**config.mk**
```make
export PLATFORM = sky130hd
export DESIGN_NAME = cal_dp
export DESIGN_NICKNAME = d
export VERILOG_FILES = /design/src/rtl/cal_pkg.sv /design/src/rtl/cal_stack.sv /design/src/rtl/cal_dp.sv
export SDC_FILE = /design/constraint.sdc
export NUM_CORES = 1
export LEC_CHECK = 0
export CORE_MARGIN = 2
export CORE_UTILIZATION = 60
export CTS_CLUSTER_DIAMETER = 150
export DETAILED_ROUTE_END_ITERATION = 10
export GPL_TIMING_DRIVEN = 0
export PLACE_DENSITY = 0.8
export SYNTH_ARGS = -nofsm -noshare
export SYNTH_HDL_FRONTEND = slang
export SYNTH_SLANG_ARGS = --single-unit
```
**constraint.sdc**
```tcl
create_clock -name clk -period 13.4 [get_ports clk]
set_clock_uncertainty 0.2 [all_clocks]
set_input_delay 2.68 -clock clk [delete_from_list [all_inputs] [get_ports clk]]
set_output_delay 2.68 -clock clk [all_outputs]
set_load 0.02 [all_outputs]
```
**src/rtl/cal_pkg.sv**
```systemverilog
// Shared definitions for the calculator datapath: operator codes, error flag
// bit positions and the default operand width.
package cal_pkg;

    localparam int DEF_DW = 8;

    typedef enum logic [1:0] {
        OP_ADD = 2'd0,
        OP_SUB = 2'd1,
        OP_MUL = 2'd2,
        OP_DIV = 2'd3
    } op_e;

    localparam int ERR_W    = 4;
    localparam int ERR_UDF  = 0;   // pop on an empty stack
    localparam int ERR_OVF  = 1;   // push on a full stack
    localparam int ERR_DIV0 = 2;   // division by zero
    localparam int ERR_BUSY = 3;   // front-end push dropped by a controller strobe

endpackage

```
**src/rtl/cal_stack.sv**
```systemverilog
// Parameterised LIFO used for both the operand and the operator stack.
// A pop and a push in the same cycle act in that order, so together they
// replace the top entry. Popping an empty stack or pushing a full one leaves
// the pointer unchanged and raises the matching one-cycle flag.
//
// Ports:
//   clk, reset        rising-edge clock, asynchronous active-low reset
//   push, push_data   write push_data on top
//   pop               discard the top entry
//   top               current top entry, 0 when empty
//   cnt               number of stored entries
//   empty, full       status derived from the registered pointer
//   overflow          push attempted with no room (after this cycle's pop)
//   underflow         pop attempted on an empty stack
module cal_stack #(
    parameter int W     = 8,
    parameter int DEPTH = 8
) (
    input  logic                       clk,
    input  logic                       reset,
    input  logic                       push,
    input  logic [W-1:0]               push_data,
    input  logic                       pop,
    output logic [W-1:0]               top,
    output logic [$clog2(DEPTH):0]     cnt,
    output logic                       empty,
    output logic                       full,
    output logic                       overflow,
    output logic                       underflow
);

    localparam int CW = $clog2(DEPTH) + 1;
    localparam int AW = (DEPTH > 1) ? $clog2(DEPTH) : 1;

    logic [W-1:0]  mem [DEPTH];
    logic [CW-1:0] ptr;
    logic [CW-1:0] ptr_m1;
    logic [CW-1:0] ptr_pop;
    logic          push_ok;

    assign empty  = (ptr == '0);
    assign full   = (ptr == CW'(DEPTH));
    assign ptr_m1 = ptr - 1'b1;
    assign top    = empty ? '0 : mem[ptr_m1[AW-1:0]];
    assign cnt    = ptr;

    // Pointer after the pop, so a simultaneous push lands in the freed slot.
    assign ptr_pop   = (pop && !empty) ? ptr_m1 : ptr;
    assign push_ok   = push && (ptr_pop < CW'(DEPTH));
    assign overflow  = push && !push_ok;
    assign underflow = pop && empty;

    always_ff @(posedge clk or negedge reset) begin
        if (!reset) begin
            ptr <= '0;
        end else begin
            ptr <= ptr_pop + CW'(push_ok);
        end
    end

    always_ff @(posedge clk) begin
        if (push_ok) begin
            mem[ptr_pop[AW-1:0]] <= push_data;
        end
    end

endmodule

```
**src/rtl/cal_dp.sv**
```systemverilog
// Calculator datapath. Holds the operand and operator stacks, the a/b/opc
// operand registers and the ALU. The controller pops b, then a together with
// the operator, then pushes alu(a, opc, b) back while signalling complete.
// Any controller strobe takes the stacks away from the front end for that
// cycle; a front-end push arriving then is dropped and flagged.
//
// Ports:
//   clk, reset                  rising-edge clock, asynchronous active-low reset
//   in_opnd_push, in_opnd_data  front-end operand push
//   in_op_push, in_op_code      front-end operator push
//   opnd_pop, op_pop            controller pops into b / a and opc
//   opnd_push, complete         controller pushes the ALU result / ends evaluation
//   clr_err                     clears the sticky error flags
//   opnd_top, opnd_cnt          operand stack top (0 when empty) and depth
//   opnd_empty .. op_full       stack status
//   result, result_valid        registered result, pulse the cycle after complete
//   err                         sticky {busy, div0, overflow, underflow}
module cal_dp
    import cal_pkg::*;
#(
    parameter int DW         = DEF_DW,
    parameter int OPND_DEPTH = 8,
    parameter int OP_DEPTH   = 8
) (
    input  logic                          clk,
    input  logic                          reset,
    input  logic                          in_opnd_push,
    input  logic [DW-1:0]                 in_opnd_data,
    input  logic                          in_op_push,
    input  logic [1:0]                    in_op_code,
    input  logic                          opnd_pop,
    input  logic                          op_pop,
    input  logic                          opnd_push,
    input  logic                          complete,
    input  logic                          clr_err,
    output logic [DW-1:0]                 opnd_top,
    output logic [$clog2(OPND_DEPTH):0]   opnd_cnt,
    output logic                          opnd_empty,
    output logic                          opnd_full,
    output logic                          op_empty,
    output logic                          op_full,
    output logic [DW-1:0]                 result,
    output logic                          result_valid,
    output logic [ERR_W-1:0]              err
);

    function automatic logic [DW-1:0] alu(input logic [DW-1:0] x,
                                          input op_e           code,
                                          input logic [DW-1:0] y);
        logic [2*DW-1:0] prod;
        prod = x * y;
        case (code)
            OP_ADD:  return x + y;
            OP_SUB:  return x - y;
            OP_MUL:  return prod[DW-1:0];
            OP_DIV:  return (y == '0) ? '1 : x / y;
            default: return '0;
        endcase
    endfunction

    logic                          ctrl_any;
    logic                          fe_opnd_ok;
    logic                          fe_op_ok;
    logic [DW-1:0]                 alu_out;
    logic                          div0;
    logic                          opnd_ovf, opnd_udf, op_ovf, op_udf;
    logic [1:0]                    op_top;
    logic [$clog2(OP_DEPTH):0]     op_cnt_unused;
    logic [ERR_W-1:0]              err_new;
    logic [ERR_W-1:0]              err_q;

    logic [DW-1:0]                 a_p0, b_p0;
    op_e                           opc_p0;
    logic [DW-1:0]                 result_p1;
    logic                          vld_p1;

    assign ctrl_any   = opnd_pop | op_pop | opnd_push | complete;
    assign fe_opnd_ok = in_opnd_push & ~ctrl_any;
    assign fe_op_ok   = in_op_push & ~ctrl_any;

    assign alu_out = alu(a_p0, opc_p0, b_p0);
    // Division by zero is only reported when the result is actually consumed.
    assign div0    = (opnd_push | complete) && (opc_p0 == OP_DIV) && (b_p0 == '0);

    cal_stack #(.W(DW), .DEPTH(OPND_DEPTH)) u_opnd_stack (
        .clk       (clk),
        .reset     (reset),
        .push      (opnd_push | fe_opnd_ok),
        .push_data (opnd_push ? alu_out : in_opnd_data),
        .pop       (opnd_pop),
        .top       (opnd_top),
        .cnt       (opnd_cnt),
        .empty     (opnd_empty),
        .full      (opnd_full),
        .overflow  (opnd_ovf),
        .underflow (opnd_udf)
    );

    cal_stack #(.W(2), .DEPTH(OP_DEPTH)) u_op_stack (
        .clk       (clk),
        .reset     (reset),
        .push      (fe_op_ok),
        .push_data (in_op_code),
        .pop       (op_pop),
        .top       (op_top),
        .cnt       (op_cnt_unused),
        .empty     (op_empty),
        .full      (op_full),
        .overflow  (op_ovf),
        .underflow (op_udf)
    );

    always_comb begin
        err_new           = '0;
        err_new[ERR_UDF]  = opnd_udf | op_udf;
        err_new[ERR_OVF]  = opnd_ovf | op_ovf;
        err_new[ERR_DIV0] = div0;
        err_new[ERR_BUSY] = (in_opnd_push | in_op_push) & ctrl_any;
    end

    // Stage p0: operand registers loaded from the stack tops (0 on underflow).
    // Stage p1: result and its valid pulse, registered with the result push.
    always_ff @(posedge clk or negedge reset) begin
        if (!reset) begin
            a_p0      <= '0;
            b_p0      <= '0;
            opc_p0    <= OP_ADD;
            result_p1 <= '0;
            vld_p1    <= 1'b0;
            err_q     <= '0;
        end else begin
            if (opnd_pop && op_pop) begin
                a_p0 <= opnd_top;
            end else if (opnd_pop) begin
                b_p0 <= opnd_top;
            end
            if (op_pop) begin
                opc_p0 <= op_e'(op_top);
            end
            if (complete) begin
                result_p1 <= alu_out;
            end
            vld_p1 <= complete;
            // A new error in the clearing cycle still survives.
            err_q  <= clr_err ? err_new : (err_q | err_new);
        end
    end

    assign result       = result_p1;
    assign result_valid = vld_p1;
    assign err          = err_q;

endmodule

```
==> out/results.tsv <==
stage	metric	value	unit
setup_path	slowest_delay	0.66	ns
worst_hold_path	whs_path_depth	1	
logic_synthesis	yosysWarnings	0	
die	die_w	120	µm
clock_network	numClockSinks	119	
setup_path	critPathLaunch	b_p0[0]	
setup_path	reg2reg_depth	47	
clock_network	hold_buffers	0	
final_layout	diodes	0	
sta	setup_viol	0	
die	num_rows	42	
clock_network	cts_setup_buffers	0	
logic_synthesis	syn_inst	739	
setup_path	critPathSlowestCell	dfrtp_1	
die	core_area	13200	µm²
route	drtPass1Iterations	6	
run_status	status	complete, no violations	
logic_synthesis	yosysUniqueCellTypes	67	
sta	slew_headroom	15.6	%
clock_network	clkTransAtPathRegs	0.06	ns
logic_synthesis	synth_ff_type	edfxtp_1	
route	routedWlPerCell	21.5	µm
route	drt_iter0_drc	601	
final_layout	drive_gt1_share	11.3	%
final_layout	mostFrequentLayoutCells	edfxtp_1 (80), nor2_1 (72), ha_1 (70), nand2_1 (61), inv_1 (49)	
sta	final-max-slew-violation-count	0	
clock_network	cts.path.max_buffers	2	
clock_network	root_buffer	clkbuf_16	
logic_synthesis	syn-mean-instance-area	10.9	µm²
global_route	overflow	0	
placement	io_buffer_count	44	
global_route	grt_use_total	30.6	%
sta	hold_viol	0	
sta	tightest_slew	1.26	ns
die	die-area	14400	µm²
setup_path	rr_startpoint	b_p0[0]	
setup_path	critPathCaptureType	flop	
clock_network	cts_htree_levels	4	
setup_path	worst_path_most_repeated_cell	ha_1	
route	drc	0	
logic_synthesis	syn_nets	841	
final_layout	syn_to_final_growth	15.8	%
placement	place.gp.congestion	0.944	
logic_synthesis	synthesis.area	8050	µm²
logic_synthesis	synth_seq_area_share	42.0	%
die	fp.dieH	120	µm
worst_hold_path	min_path_type	flop to flop	
global_route	grt_pass1_vias	6621	
final_layout	fin_nets	904	
final_layout	layout_commonest_cell	edfxtp_1	
setup_path	r2r_slack	0.81	ns
clock_network	cts_buffers	17	
setup_path	criticalPathCategory	flop to flop	
clock_network	insertion_delay	0.41	ns
global_route	grt_max_degree	40	
die	initial_core_util	61.0	%
sta	rsz0062_at_grt	false	
logic_synthesis	synth_edf_count	80	
route	viasPerCell	6.44	
global_route	grt_pass1_wl	33900	µm
route	vias	6382	
logic_synthesis	synth_seq_cells	119	
sta	max_freq	0.0795	GHz
setup_path	crit_required	13.32	ns
logic_synthesis	synthArstFlopShare	32.8	%
route	finalWirelength	21300	µm
route	drtAntennaViolNets	0	
global_route	grt_antenna_before_repair	0	
flow_run	maxCapViolations	0	
setup_path	critPathCapture	u_opnd_stack.mem[5][0]	
setup_path	critical_path.startpoint_type	flop	
setup_path	r2r-end	u_opnd_stack.mem[5][0]	
final_layout	fillers	924	
sta	setup_tns	0	ns
setup_path	crit_fanout	12	
die	ios	48	
sta	period_share	93.9	%
sta	period_needed	12.59	ns
placement	dp_hpwl	14900	µm
setup_path	cp.arrival	12.51	ns
clock_network	cts_tree	done	
## per-stage QoR
stage | util [%] | cells | area, µm² | hold WS [ns] | worst slack, ns
finish | 70.6 | 991 | 9320 | 0.304 | 0.815
global route | 70.6 | 991 | 9320 | 0.316 | 0.141
CTS | 70.5 | 991 | 9300 | 0.305 | 0.580
detailed placement | 66.1 | 959 | 8710 | 0.272 | 0.655
global placement | 66.0 | 959 | 8710 | 0.273 | 1.08
floorplan | - | 739 | 8050 | 0.339 | 3.06
## state kept, by name, indices dropped and copies added (netlist names)
register and flops:
u_opnd_stack.cnt 4, err 4, a_p0 8, opc_p0 2
u_opnd_stack.mem 64, b_p0 8, result 8, result_valid 1
u_op_stack.mem 16, u_op_stack.cnt 4
## layout make-up
type                            count  area (µm²)  area share (%)
Multi-Input combinational cell    544        4400            47.2
Sequential cell                   119        3380            36.3
Clock buffer                       20         447            4.80
Timing Repair Buffer               44         435            4.67
Tap cell                          176         220            2.36
Inverter                           51         191            2.06
Clock inverter                     12         141            1.52
Buffer                             25         105            1.13
## cells in the mapped netlist (all sizes together), types with 7 or more instances
cell type / instances / area, µm²
nor2: 72 / 270
nand2b: 9 / 56.3
nor3: 18 / 100
nor2b: 10 / 62.6
mux2: 20 / 225
edfxtp: 80 / 2400
mux2i: 8 / 80.1
o21ai: 26 / 130
nand2: 61 / 229
xor2: 12 / 105
xnor2: 31 / 272
mux4: 20 / 450
dfrtp: 39 / 976
a21oi: 40 / 200
a21o: 11 / 82.6
inv: 49 / 184
ha: 70 / 876
o21a: 8 / 60.1
clkbuf: 19 / 71.3
o31ai: 8 / 60.1
fa: 13 / 260
and2: 12 / 75.1
o211ai: 8 / 60.1
a31oi: 7 / 58.8
## routing by layer
layer | GRT usage, % | vias to the layer above | wire [µm]
met4 | 11.0 | 0 | 475
met1 | 39.0 | 3145 | 8570
met3 | 7.65 | 52 | 1670
met2 | 51.0 | 339 | 10600
li1 | - | 2846 | -
met5 | 0 | - | 0
## kinds of logic after synthesis
| family | after synthesis | synth area share [%] |
|---|---|---|
| adders and majority gates | 83 | 14.1 |
| xor gates and xnor gates | 45 | 5.24 |
| muxes | 48 | 9.39 |
| AOI/OAI and AO/OA | 153 | 12.8 |
| DFF | 119 | 42.0 |
| buffers and inverters | 76 | 3.69 |
| and+or+nand+nor | 215 | 12.8 |
## what timing repair did
item,4_1_cts,5_1_grt
gates resized for setup,0,2
hold endpoints to repair,0,0
setup endpoints to repair,0,8
## worst max-delay path, delay by kind of cell (launching register included)
family,cells,cell delay (ns)
AO/OA/AOI/OAI,23,5.21
flip-flops,1,0.66
buffers and inverters,2,0.47
adder cells (fa/ha/maj),8,2.51
AND/OR/NAND/NOR,14,3.20
## worst min path at each step
stage | from | end | slack, ns
after global placement | result[0] | result[0] | 0.27
after detailed placement | result[0] | result[0] | 0.27
after global routing | result[2] | result[2] | 0.32
after CTS | result[2] | result[2] | 0.30
after floorplan | a_p0[0] | a_p0[0] | 0.34
final | result[2] | result[2] | 0.30
Power is not shown: default switching activity piles up to over one toggle a cycle in this logic, so the estimate is an artifact.
